`src/rtl/conv_ctrl_pkg.sv`:
```
// Shared types and helpers for the streaming convolver control path.
package conv_ctrl_pkg;

  typedef enum logic [1:0] {
    IDLE   = 2'b00,
    STREAM = 2'b01,
    DONE   = 2'b10
  } state_t;

  // Counter width for values 0..n-1, never narrower than one bit.
  function automatic int cnt_w(input int n);
    return (n > 1) ? $clog2(n) : 1;
  endfunction

endpackage

```
`src/rtl/conv_axis_counter.sv`:
```
// One image axis: 0..MAX position counter with window membership and output index.
// CONV_STRIDE_EN adds a stride-phase counter so only every STRIDE-th position forms a window.
module conv_axis_counter
  import conv_ctrl_pkg::*;
#(
  parameter int MAX    = 27,
  parameter int OFFSET = 4,
  parameter int STRIDE = 1,
  parameter int W      = cnt_w(MAX + 1)
) (
  input  logic         clk,
  input  logic         reset,
  input  logic         clr,
  input  logic         inc,
  output logic         wrap,
  output logic         in_win,
  output logic [W-1:0] idx
);

  localparam logic [W-1:0] MAX_C = W'(MAX);
  localparam logic [W-1:0] OFF_C = W'(OFFSET);

  if (STRIDE < 1 || OFFSET > MAX) begin : g_bad_param
    $error("conv_axis_counter: invalid parameters");
  end

  logic [W-1:0] cnt;
  logic [W-1:0] cnt_nxt;

  assign wrap    = inc && (cnt == MAX_C);
  assign cnt_nxt = (cnt == MAX_C) ? '0 : cnt + W'(1);

  always_ff @(posedge clk or negedge reset) begin
    if (!reset)   cnt <= '0;
    else if (clr) cnt <= '0;
    else if (inc) cnt <= cnt_nxt;
  end

`ifdef CONV_STRIDE_EN
  localparam int PW = cnt_w(STRIDE);
  localparam logic [PW-1:0] PH_LAST = PW'(STRIDE - 1);

  logic [PW-1:0] phase;

  // phase/idx describe cnt itself; both restart at the first in-window position
  always_ff @(posedge clk or negedge reset) begin
    if (!reset) begin
      phase <= '0;
      idx   <= '0;
    end else if (clr) begin
      phase <= '0;
      idx   <= '0;
    end else if (inc) begin
      if (cnt_nxt <= OFF_C) begin
        phase <= '0;
        idx   <= '0;
      end else if (phase == PH_LAST) begin
        phase <= '0;
        idx   <= idx + W'(1);
      end else begin
        phase <= phase + PW'(1);
      end
    end
  end

  assign in_win = (cnt >= OFF_C) && (phase == '0);
`else
  assign in_win = (cnt >= OFF_C);
  assign idx    = cnt - OFF_C;
`endif

endmodule

```
`src/rtl/conv_window_ctrl.sv`:
```
// Row/column tracking control path for an IMAGE_SIZE x IMAGE_SIZE streaming convolution.
// Optional strided windows via CONV_STRIDE_EN (handled inside conv_axis_counter).
//
//   state  | meaning
//   IDLE   | waiting for start, pix_ready low
//   STREAM | accepting pixels, tracking row/col
//   DONE   | one-cycle frame_done, pix_ready low
module conv_window_ctrl
  import conv_ctrl_pkg::*;
#(
  parameter  int IMAGE_SIZE  = 28,
  parameter  int KERNEL_SIZE = 5,
  parameter  int STRIDE      = 1,
  localparam int CNT_W       = cnt_w(IMAGE_SIZE)
) (
  input  logic             clk,
  input  logic             reset,
  input  logic             start,
  input  logic             pix_valid,
  output logic             pix_ready,
  output logic             shift_en,
  output logic             win_valid,
  output logic [CNT_W-1:0] out_row,
  output logic [CNT_W-1:0] out_col,
  output logic             busy,
  output logic             frame_done
);

  if (KERNEL_SIZE < 1 || IMAGE_SIZE < KERNEL_SIZE || STRIDE < 1) begin : g_bad_param
    $error("conv_window_ctrl: invalid parameters");
  end

  state_t           state_q, state_d;
  logic             accept, clr;
  logic             col_wrap, row_wrap, col_in, row_in;
  logic [CNT_W-1:0] col_idx, row_idx;

  assign pix_ready  = (state_q == STREAM);
  assign accept     = pix_valid & pix_ready;
  assign shift_en   = accept;
  assign busy       = (state_q == STREAM) || (state_q == DONE);
  assign frame_done = (state_q == DONE);
  assign clr        = (state_q == IDLE) & start;

  conv_axis_counter #(
    .MAX(IMAGE_SIZE - 1), .OFFSET(KERNEL_SIZE - 1), .STRIDE(STRIDE), .W(CNT_W)
  ) u_col (
    .clk(clk), .reset(reset), .clr(clr), .inc(accept),
    .wrap(col_wrap), .in_win(col_in), .idx(col_idx)
  );

  // Row advances on the column wrap, so its wrap marks the last pixel of the frame
  conv_axis_counter #(
    .MAX(IMAGE_SIZE - 1), .OFFSET(KERNEL_SIZE - 1), .STRIDE(STRIDE), .W(CNT_W)
  ) u_row (
    .clk(clk), .reset(reset), .clr(clr), .inc(col_wrap),
    .wrap(row_wrap), .in_win(row_in), .idx(row_idx)
  );

  always_ff @(posedge clk or negedge reset) begin
    if (!reset) state_q <= IDLE;
    else        state_q <= state_d;
  end

  always_comb begin
    state_d = state_q;
    case (state_q)
      IDLE:    if (start) state_d = STREAM;
      STREAM:  if (row_wrap) state_d = DONE;
      DONE:    state_d = IDLE;
      default: state_d = IDLE;
    endcase
  end

  always_ff @(posedge clk or negedge reset) begin
    if (!reset) begin
      win_valid <= 1'b0;
      out_row   <= '0;
      out_col   <= '0;
    end else begin
      win_valid <= accept & row_in & col_in;
      if (accept & row_in & col_in) begin
        out_row <= row_idx;
        out_col <= col_idx;
      end
    end
  end

endmodule

```
`config.mk`:
```
export PLATFORM = sky130hd
export DESIGN_NAME = conv_window_ctrl
export DESIGN_NICKNAME = d
export VERILOG_FILES = /design/src/rtl/conv_ctrl_pkg.sv /design/src/rtl/conv_axis_counter.sv /design/src/rtl/conv_window_ctrl.sv
export SDC_FILE = /design/constraint.sdc
export NUM_CORES = 1
export LEC_CHECK = 0
export ABC_AREA = 1
export CAP_MARGIN = 10
export CORE_MARGIN = 4
export CORE_UTILIZATION = 34
export DETAILED_ROUTE_END_ITERATION = 16
export DONT_BUFFER_PORTS = 1
export PLACE_DENSITY_LB_ADDON = 0.2
export SYNTH_ARGS = -nofsm -noshare
export SYNTH_HDL_FRONTEND = slang
export SYNTH_SLANG_ARGS = --single-unit
```
`constraint.sdc`:
```
create_clock -name clk -period 2.1 [get_ports clk]
set_clock_uncertainty 0.2 [all_clocks]
set_input_delay 0.21 -clock clk [delete_from_list [all_inputs] [get_ports clk]]
set_output_delay 0.21 -clock clk [all_outputs]
set_load 0.02 [all_outputs]
```
## Word-level counts from Yosys, hierarchy flattened

Index checks and enable logic that the tools add are counted.

- Add/subtract/negate cells: 4
- $lt $le $gt $ge: 2
- Eq/ne operators: 6
- Muxes and demuxes: 9
- Bitwise logic cells: 4
- Reductions and logical operators: 7

Operators with widths:

| operator | count |
|---|---|
| 5-bit two-way mux | 6 |
| 5-bit by 1-bit adder with 5-bit output, second input constant | 2 |
| 5-bit equality test, second input constant | 2 |
| 5-bit by 3-bit greater-or-equal comparator with 1-bit output, second input constant | 2 |
| 5-bit by 3-bit subtractor with 5-bit output, second input constant | 2 |
| 1-bit bitwise AND | 4 |
| 2-bit two-way mux | 2 |
| 2-bit case mux with 2 select lines | 1 |
| 2-bit nonzero test | 2 |
| 2-bit by 1-bit equality test with 1-bit output, second input constant | 1 |
| 2-bit equality test, second input constant | 1 |
| 1-bit logical AND | 2 |
| 2-bit zero test | 1 |
| 2-bit by 1-bit inequality test with 1-bit output, second input constant | 1 |
| 2-bit inequality test, second input constant | 1 |
| 2-bit AND reduction | 1 |
| 1-bit logical OR | 1 |

- Bits in registers: 23
- Input bits: 4
- Output and inout bits: 15
- Word-level logic and storage cells: 38

## Logic depth before layout (Yosys ltp)

- Word-level depth: 6
- Mapped depth: 9
- Mapped depth without buffers: 9

## By module

From an unflattened synthesis, not the netlist that was laid out.

- Cells, all modules: 176
- Area, all modules: 1426.4 um^2

By module, submodules not included:

| module | instances | cells each | area an instance (um^2) | sequential area each (um^2) |
|---|---|---|---|---|
| conv_window_ctrl | 1 | 70 | 626.9 | 325.3 |
| conv_axis_counter at u_col | 1 | 53 | 411.6 | 125.1 |
| conv_axis_counter at u_row | 1 | 53 | 387.9 | 125.1 |

## Least setup slack after synthesis

Ideal clock, no wire load.

- Kind: register to register
- From: reg state_q[1]
- To: reg out_col[2]
- Setup time: 0.123 ns
- Arrival: 1.527 ns
- Path slack: 0.250 ns
- Stages on the path, launching flop included: 9
- Path through: dfrtp_1 inv_1 ha_1 nand2_2 inv_2 nand3_2 buf_6 nand2_2 o21ai_2

- Longest elaborated chain between the ends: 4

Ends and longest elaborated chain:

| item | RTL line | RTL |
|---|---|---|
| from (decl) | conv_window_ctrl.sv:33 | `state_t state_q, state_d;` |
| from (signal assigned) | conv_window_ctrl.sv:62 | `else state_q <= state_d;` |
| 2-bit by 1-bit equality test with 1-bit output | conv_window_ctrl.sv:38 | `assign pix_ready = (state_q == STREAM);` |
| named net pix_ready | conv_window_ctrl.sv:20 | `output logic pix_ready,` |
| 1-bit bitwise AND | conv_window_ctrl.sv:39 | `assign accept = pix_valid & pix_ready;` |
| named net shift_en | conv_window_ctrl.sv:21 | `output logic shift_en,` |
| 1-bit bitwise AND (2 in series) | conv_window_ctrl.sv:82 | `if (accept & row_in & col_in) begin` |
| to (signal assigned) | conv_window_ctrl.sv:84 | `out_col <= col_idx;` |
| to (decl) | conv_window_ctrl.sv:24 | `output logic [CNT_W-1:0] out_col,` |

The timed path passes the listed nets, and every way through them passes these cells.
A chain may end at the register's enable or synchronous reset.

## Final worst setup path

- From: reg state_q[1]
- To: reg out_row[4]

- Longest elaborated chain between the ends: 4

Ends and longest elaborated chain:

| item | RTL line | RTL |
|---|---|---|
| 2-bit by 1-bit equality test with 1-bit output | conv_window_ctrl.sv:38 |  |
| 1-bit bitwise AND | conv_window_ctrl.sv:39 |  |
| named net shift_en | conv_window_ctrl.sv:21 |  |
| 1-bit bitwise AND (2 in series) | conv_window_ctrl.sv:82 |  |
| to (signal assigned) | conv_window_ctrl.sv:83 | `out_row <= row_idx;` |
| to (decl) | conv_window_ctrl.sv:23 | `output logic [CNT_W-1:0] out_row,` |

The timed path passes the listed nets, and every way through them passes these cells.

==> flow_summary.toml <==
[timing]
finalCriticalPeriod_ns = 1.769
post-route-period-util = 0.8425
tns_ns = 0
timing.final.ws_setup_ns = 0.3308
tightest_slew_ns = 0.2948
maxSlewViolCount = 0
finalSetupViolations = 0
fmax_ghz = 0.5652
hold_viol = 0
maxSlewHeadroom = 0.8028
rsz0062_at_grt = "false"

[setup_path]
path_cells = "inv_1, ha_1, nand2_2, inv_2, nand3_2, buf_12, nand2_1, o21ai_2"
slowest_stage = "dfrtp_1"
startpoint = "state_q[1]"
crit_type = "reg -> reg"
reg2reg_to = "out_row[4]"
setup.worst_path.start_class = "flop"
arrival_ns = 1.73
critPathMaxStageDelay_ns = 0.41
cp_max_fo = 21
cp.required_ns = 2.06
reg2reg_slack_ns = 0.33
timing.rr.start = "state_q[1]"
end_kind = "flop"
reg2regPathDepth = 8
crit_path_end = "out_row[4]"

[pwr]
switching_share = 0.4501
power_density_nw_per_um2 = 1158
ir_worst_vdd_mv = 0.4808
p_clk_frac = 0.156
p_int_uw = 973.7
power.switching_uw = 797.1
leakage_uw = 0.0007442
pwr-share-seq = 0.474
combPwrFrac = 0.370

[synth]
synth_xor_area_frac = 0.04442
synth_top_family_by_area = "simple AND/OR/NAND/NOR gates"
ys_types = 23
synthArstFlopShare = 1.000
synth_edf_count = 0
syn-cell-area_um2 = 1380
synthAdderAreaFrac = 0.1541
synth_nets = 160
ys.flop_type = "dfrtp_1"
synth-simple-area-share = 0.1940
yosysSeqAreaShare = 0.4170
synth-compound-area-share = 0.1251
syn_area_per_cell_um2 = 9.929
muxShareOfSynthArea = 0
yosysWarningCount = 0
synth_cells = 139
ys_ff_latch = 23

[floorplanning]
io_pins = 19
start_util = 0.3633
fp.dieH_um = 71.71
core_area_um2 = 3799
num_rows = 22
dieArea_um2 = 5142
die_w_um = 71.71

[final_layout]
fill_cells = 385
syn_to_final_growth_pct = 10.79
antennaDiodeCount = 0
layout_common_cells = "23 x dfrtp_1, 17 x ha_1, 16 x nand2_1"
drive_gt1_frac = 0.2552
nNetsFinal = 167
layout_commonest_cell = "dfrtp_1"

[global_route]
antenna_found_initial = 0
groute.usage.overall = 0.1072
grt_max_degree = 24
overflow = 0
grt_pass1_vias = 900
grt_pass1_wl_mm = 4.367

[route]
drtIter0Drc = 24
wire_per_inst_um = 12.75
wl_mm = 2.461
vias_per_cell = 4.591
via_count = 886
detail-route-antenna-nets = 0
dr.pass1.iters = 4
drc = 0

[placement]
place_congestion = 0.7737
place_ws_ns = 0.3213
numPortBuffers = 0
dp_hpwl_mm = 1.890

[run_status]
status = "complete, no violations"

[clocking]
clk_latency_ns = 0.26
path_clk_slew_ns = 0.08
cts_resized = 0
h-tree-depth = 1
tritoncts = "done"
cts.sinks = 23
numCtsBuffers = 3
clockBufferDepth = 2
cts-root-buf = "clkbuf_8"

[worst_hold_path]
hold_path_class = "in -> reg"

[flow_run]
maxCapViolations = 0
==> layout make-up <==
class                   count  area [µm²]  area share
multi-input cells          96       714.4      0.4673
flip-flops and latches     23       575.6      0.3764
inverters                  18       67.56     0.04419
repair buffers              4       65.06     0.04255
well taps                  48       60.06     0.03928
clock buffers               3       41.29     0.02700
clock inverters             1       5.005    0.003273
==> cell families after synthesis <==
group | after synthesis
and+or+nand+nor | 49
AOI/OAI and AO/OA | 23
DFF | 23
buffers and inverters | 20
adders and majority gates | 17
xor gates and xnor gates | 7
==> how the worst min path moves through the flow <==
stage               start            to  slack [ns]  depth (start not counted)
CTS                 start  u_col.cnt[1]        0.01                          3
detailed placement  reset    out_col[4]       -0.28                          0
finish              start  u_col.cnt[1]        0.01                          3
floorplan           reset    out_col[0]       -0.29                          0
global route        start  u_col.cnt[1]        0.04                          3
global placement    reset    out_col[1]       -0.28                          0
==> flip-flops by register name, summed over array words and instances (netlist names) <==
| name | cells |
|---|---|
| u_col.cnt | 5 |
| u_row.cnt | 5 |
| out_row | 5 |
| out_col | 5 |
| win_valid | 1 |
| state_q | 2 |
==> what timing repair did <==
action,4_1_cts,5_1_grt
buffers inserted,0,0
hold buffers,1,0
endpoints found under the hold margin,23,0
==> worst max-delay path, delay by kind of cell (launching register included) <==
kind,cells,cell delay [ns]
DFF,1,0.41
adders and majority gates,1,0.20
AOI/OAI and AO/OA,1,0.05
buffers and inverters,3,0.48
and+or+nand+nor,3,0.33
==> power groups by stage <==
stage	sequential (µW)	clock, µW	combinational [µW]
2_1_floorplan	805	0	543
3_3_place_gp	840	0	637
3_5_place_dp	850	0	649
4_1_cts	842	289	662
5_1_grt	860	308	747
6_report	839	276	656
==> cells in the mapped netlist, drive strengths merged, types with 2 or more instances <==
cell type	instances	area, µm²
a21oi	2	10.01
buf	2	22.52
dfrtp	23	575.6
ha	17	212.7
inv	17	63.81
nand2	30	147.6
nand3	13	82.58
nand4	3	18.77
nor2	3	18.77
o21ai	16	128.9
o22ai	3	18.77
xnor2	2	17.52
xor2	5	43.79
==> metal layers <==
layer | part of all wire | GRT usage | routed length [µm]
met1 | 0.47 | 0.1324 | 1160
met2 | 0.44 | 0.1714 | 1087
met3 | 0.078 | 0.04769 | 191
met4 | 0.0089 | 0.02505 | 22
met5 | 0 | 0 | 0
==> per-stage QoR <==
stage	power (µW)	util	instances	hold slack [ns]	cell area [µm²]
floorplan	1347	-	139	-0.2856	1380
global placement	1477	0.3804	187	-0.2849	1445
detailed placement	1499	0.3804	187	-0.2849	1445
CTS	1792	0.3953	192	0.01342	1501
global route	1915	0.4025	193	0.03518	1529
finish	1771	0.4025	193	0.01451	1529
(Power assumes the default switching activity.)
==> variant 1: new RTL, same settings <==
Set the parameter `IMAGE_SIZE` to 14 (it was 28).
--- a/src/rtl/conv_window_ctrl.sv
+++ b/src/rtl/conv_window_ctrl.sv
@@ -9,5 +9,5 @@
   import conv_ctrl_pkg::*;
 #(
-  parameter  int IMAGE_SIZE  = 28,
+  parameter  int IMAGE_SIZE  = 14,
   parameter  int KERNEL_SIZE = 5,
   parameter  int STRIDE      = 1,
Interface: changed (resized out_col and out_row); port bits go from 19 to 17. No check against the original RTL was run, so the function may have changed too.
==> variant 1 against the unedited design <==
- global-route usage shrank 0.60 points
- power down 32%
- die area down 21%
- largest power group unchanged
- combinational power down 28%
- routed wire length is 24% lower
- final area decreased by 26%
- final cell count decreased by 21%
- setup slack better by 48 ps
- via count decreased by 15%
- clock power shrank 32%
- synthesized area is 24% lower
- sequential cell count fell by 4
- highest routed layer unchanged
==> variant 1: results <==
yosys:
  syn-num-nets: 128
  synth_area_leaders: "dfrtp_1, ha_1, nand2_1"
  synth.avg_cell_area_um2: 9.15
  ys_seq_area_share_pct: 45.2
worst_setup_path:
  cp_max_fo: 5
layout:
  final-clk-cell-share_pct: 2.43
  num-fill-cells: 290
  layout.nets: 135
  fin_area_mm2: 0.00113
  multi_input_cells: 79
  seq_area_um2: 475
  buf_share_pct: 2.43
  finalNonFillerCells: 152
  multi_input_area_um2: 503
cts:
  clkTransAtPathRegs_ps: 110
  clk-insertion-delay-late_ps: 300
  cts-root-buf: "clkbuf_4"
  cts_num_sinks: 19
global_route:
  grt_pass1_wl_um: 3240
  grt_usage_pct: 10.1
  grtUsageMet1_pct: 12.1
  grt_max_degree: 20
  grt_pass1_vias: 713
  grtUsageMet2_pct: 15.9
power_and_ir_drop:
  switching_power_w: 0.000531
  ir_worst_vdd_mv: 0.482
place:
  dpl.cell_count: 146
  gp_congestion: 0.747
  dp_hpwl_um: 1500
drt:
  routed_wl_um: 1860
  num_vias: 751
  drtIter0Drc: 40
status:
  status: "complete, no violations"
floorplan:
  tap_cells: 31
sta:
  tightest_slew_ps: 855
variant 1: cell count changes in the layout (fill, tap and decap cells not counted), sizes merged, moves of 3 or more:
cell	unedited run	this run
nand2	30	33
ha	17	9
nor2	3	6
o22ai	3	0
dfrtp	23	19
xor2	5	0
nand3	13	9
variant 1: logic make-up after synthesis:
| logic type | Yosys count | synth area share (%) |
|---|---|---|
| AND/OR/NAND/NOR | 51 | 24.9 |
| flip-flops | 19 | 45.2 |
| adder cells (fa/ha/maj) | 9 | 10.7 |
| buffers and inverters | 17 | 7.02 |
| AO/OA/AOI/OAI | 19 | 12.2 |
variant 1: power groups by stage:
stage               clock (W)  sequential, W  combinational [W]
floorplan                   0       0.000530           0.000386
global placement            0       0.000544           0.000458
detailed placement          0       0.000547           0.000473
CTS                  0.000202       0.000539           0.000485
global route         0.000224       0.000552           0.000535
finish               0.000188       0.000538           0.000474
variant 1: path summary, 6_finish.rpt:
check / from / to / slack [ps] / cells after the start
max in group asynchronous: reset / u_col.cnt[0] / 920 / 1
worst max register to register: state_q[1] / out_row[3] / 470 / 7
worst max-delay path: state_q[1] / shift_en / 380 / 4
worst min register to register: u_col.cnt[2] / out_col[2] / 300 / 1
min in group asynchronous: reset / out_col[3] / 250 / 1
worst min-delay path: pix_valid / u_row.cnt[3] / 20 / 4
variant 1: per-layer routing:
layer / routed length (um) / up-vias
met5: 0 / -
met4: 17 / 0
met3: 137 / 2
met2: 856 / 19
met1: 848 / 345
li1: - / 385
variant 1: worst max-delay path, cell delays in order (launching register included):
cell	delay, ps
dfrtp_1	420
inv_1	130
ha_1	230
nand2_4	100
inv_4	120
variant 1: what timing repair did:
item,4_1_cts,5_1_grt
setup endpoints to repair,0,0
hold endpoints to repair,21,0
setup buffers,0,0
hold buffers,2,0
resized for setup,0,0
==> variant 2: new RTL, same flow settings <==
Made on the original files. Compare `cnt` against `MAX_C` with >= in place of ==.
--- a/src/rtl/conv_axis_counter.sv
+++ b/src/rtl/conv_axis_counter.sv
@@ -29,5 +29,5 @@
 
   assign wrap    = inc && (cnt == MAX_C);
-  assign cnt_nxt = (cnt == MAX_C) ? '0 : cnt + W'(1);
+  assign cnt_nxt = (cnt >= MAX_C) ? '0 : cnt + W'(1);
 
   always_ff @(posedge clk or negedge reset) begin
Behaviour: same outputs for any inputs over 10 cycles, from zero or initial values and one cycle with reset low; that may be too few to reach the edited logic, so the function may still have changed.
==> variant 2 against the unedited design <==
- setup slack worse by 22 ps
- non-clock buffer count unchanged
- final area increased by 2.6%
- combinational power shrank 29%
- power decreased by 26%
- first-iteration DRC count decreased by 21%
- sequential cell count unchanged
- synthesized area increased by 5.0%
- routed wire length grew 8.2%
- largest cell class unchanged
==> variant 2: results <==
status:
  status: "complete, no violations"
worst_setup_path:
  cp_max_fo: 6
  ff2ff_path_depth: 7
  setup.worst_path.end: "shift_en"
  critPathTopFamily: "flip-flops"
layout:
  multi_input_area_um2: 761
  layout-drive-gt1-share_pct: 24.2
  num-fill-cells: 405
drt:
  drtIter0Drc: 19
  num_vias: 980
  wire_per_inst_um: 12.6
  wl_met3_um: 197
  met1_length_um: 1240
  routed_wl_um: 2660
yosys:
  ys_seq_area_share_pct: 39.7
  synth.avg_cell_area_um2: 9.29
  synth_area_leaders: "dfrtp_1, ha_1, nand2_1"
power_and_ir_drop:
  p_seq_w: 0.000568
  p_comb_share_pct: 35.5
  p_leak_nw: 0.806
sta:
  period_needed_ps: 1790
  tightest_slew_ps: 325
hold_path:
  whs_path_depth: 4
place:
  gp_congestion: 0.802
  dp_hpwl_um: 2050
global_route:
  grtUsageMet2_pct: 18.5
  grt_pass1_wl_um: 4750
  grtUsageMet3_pct: 4.38
  grt_pass1_vias: 1031
variant 2: cell types whose count changed after synthesis, sizes merged, moves of 2 or more:
cell and delta:
inv +4, nand2 +12, nand3 -2, nor2 +3
o21ai +2, o22ai -3
variant 2: cell families (layout without fill, tap and decap cells):
group | count (synthesis) | in the layout | share of synthesized area, %
and+or+nand+nor | 63 | 63 | 23.1
buffers and inverters | 24 | 29 | 7.77
DFF | 23 | 23 | 39.7
AOI/OAI and AO/OA | 21 | 21 | 9.84
adders and majority gates | 17 | 17 | 14.7
xor gates and xnor gates | 8 | 8 | 4.84
variant 2: how the worst min path moves through the flow:
stage / end / slack (ps)
after detailed placement: u_row.cnt[1] / -280
final: state_q[0] / 30
after global routing: state_q[0] / 60
after CTS: state_q[0] / 20
after floorplan: out_col[0] / -290
after global placement: out_row[0] / -280
variant 2: layout make-up:
type                    count  area share [%]
inverters                  21            5.02
clock inverters             1           0.319
flip-flops and latches     23            36.7
multi-input cells         109            48.5
well taps                  50            3.99
repair buffers              4            2.87
clock buffers               3            2.63
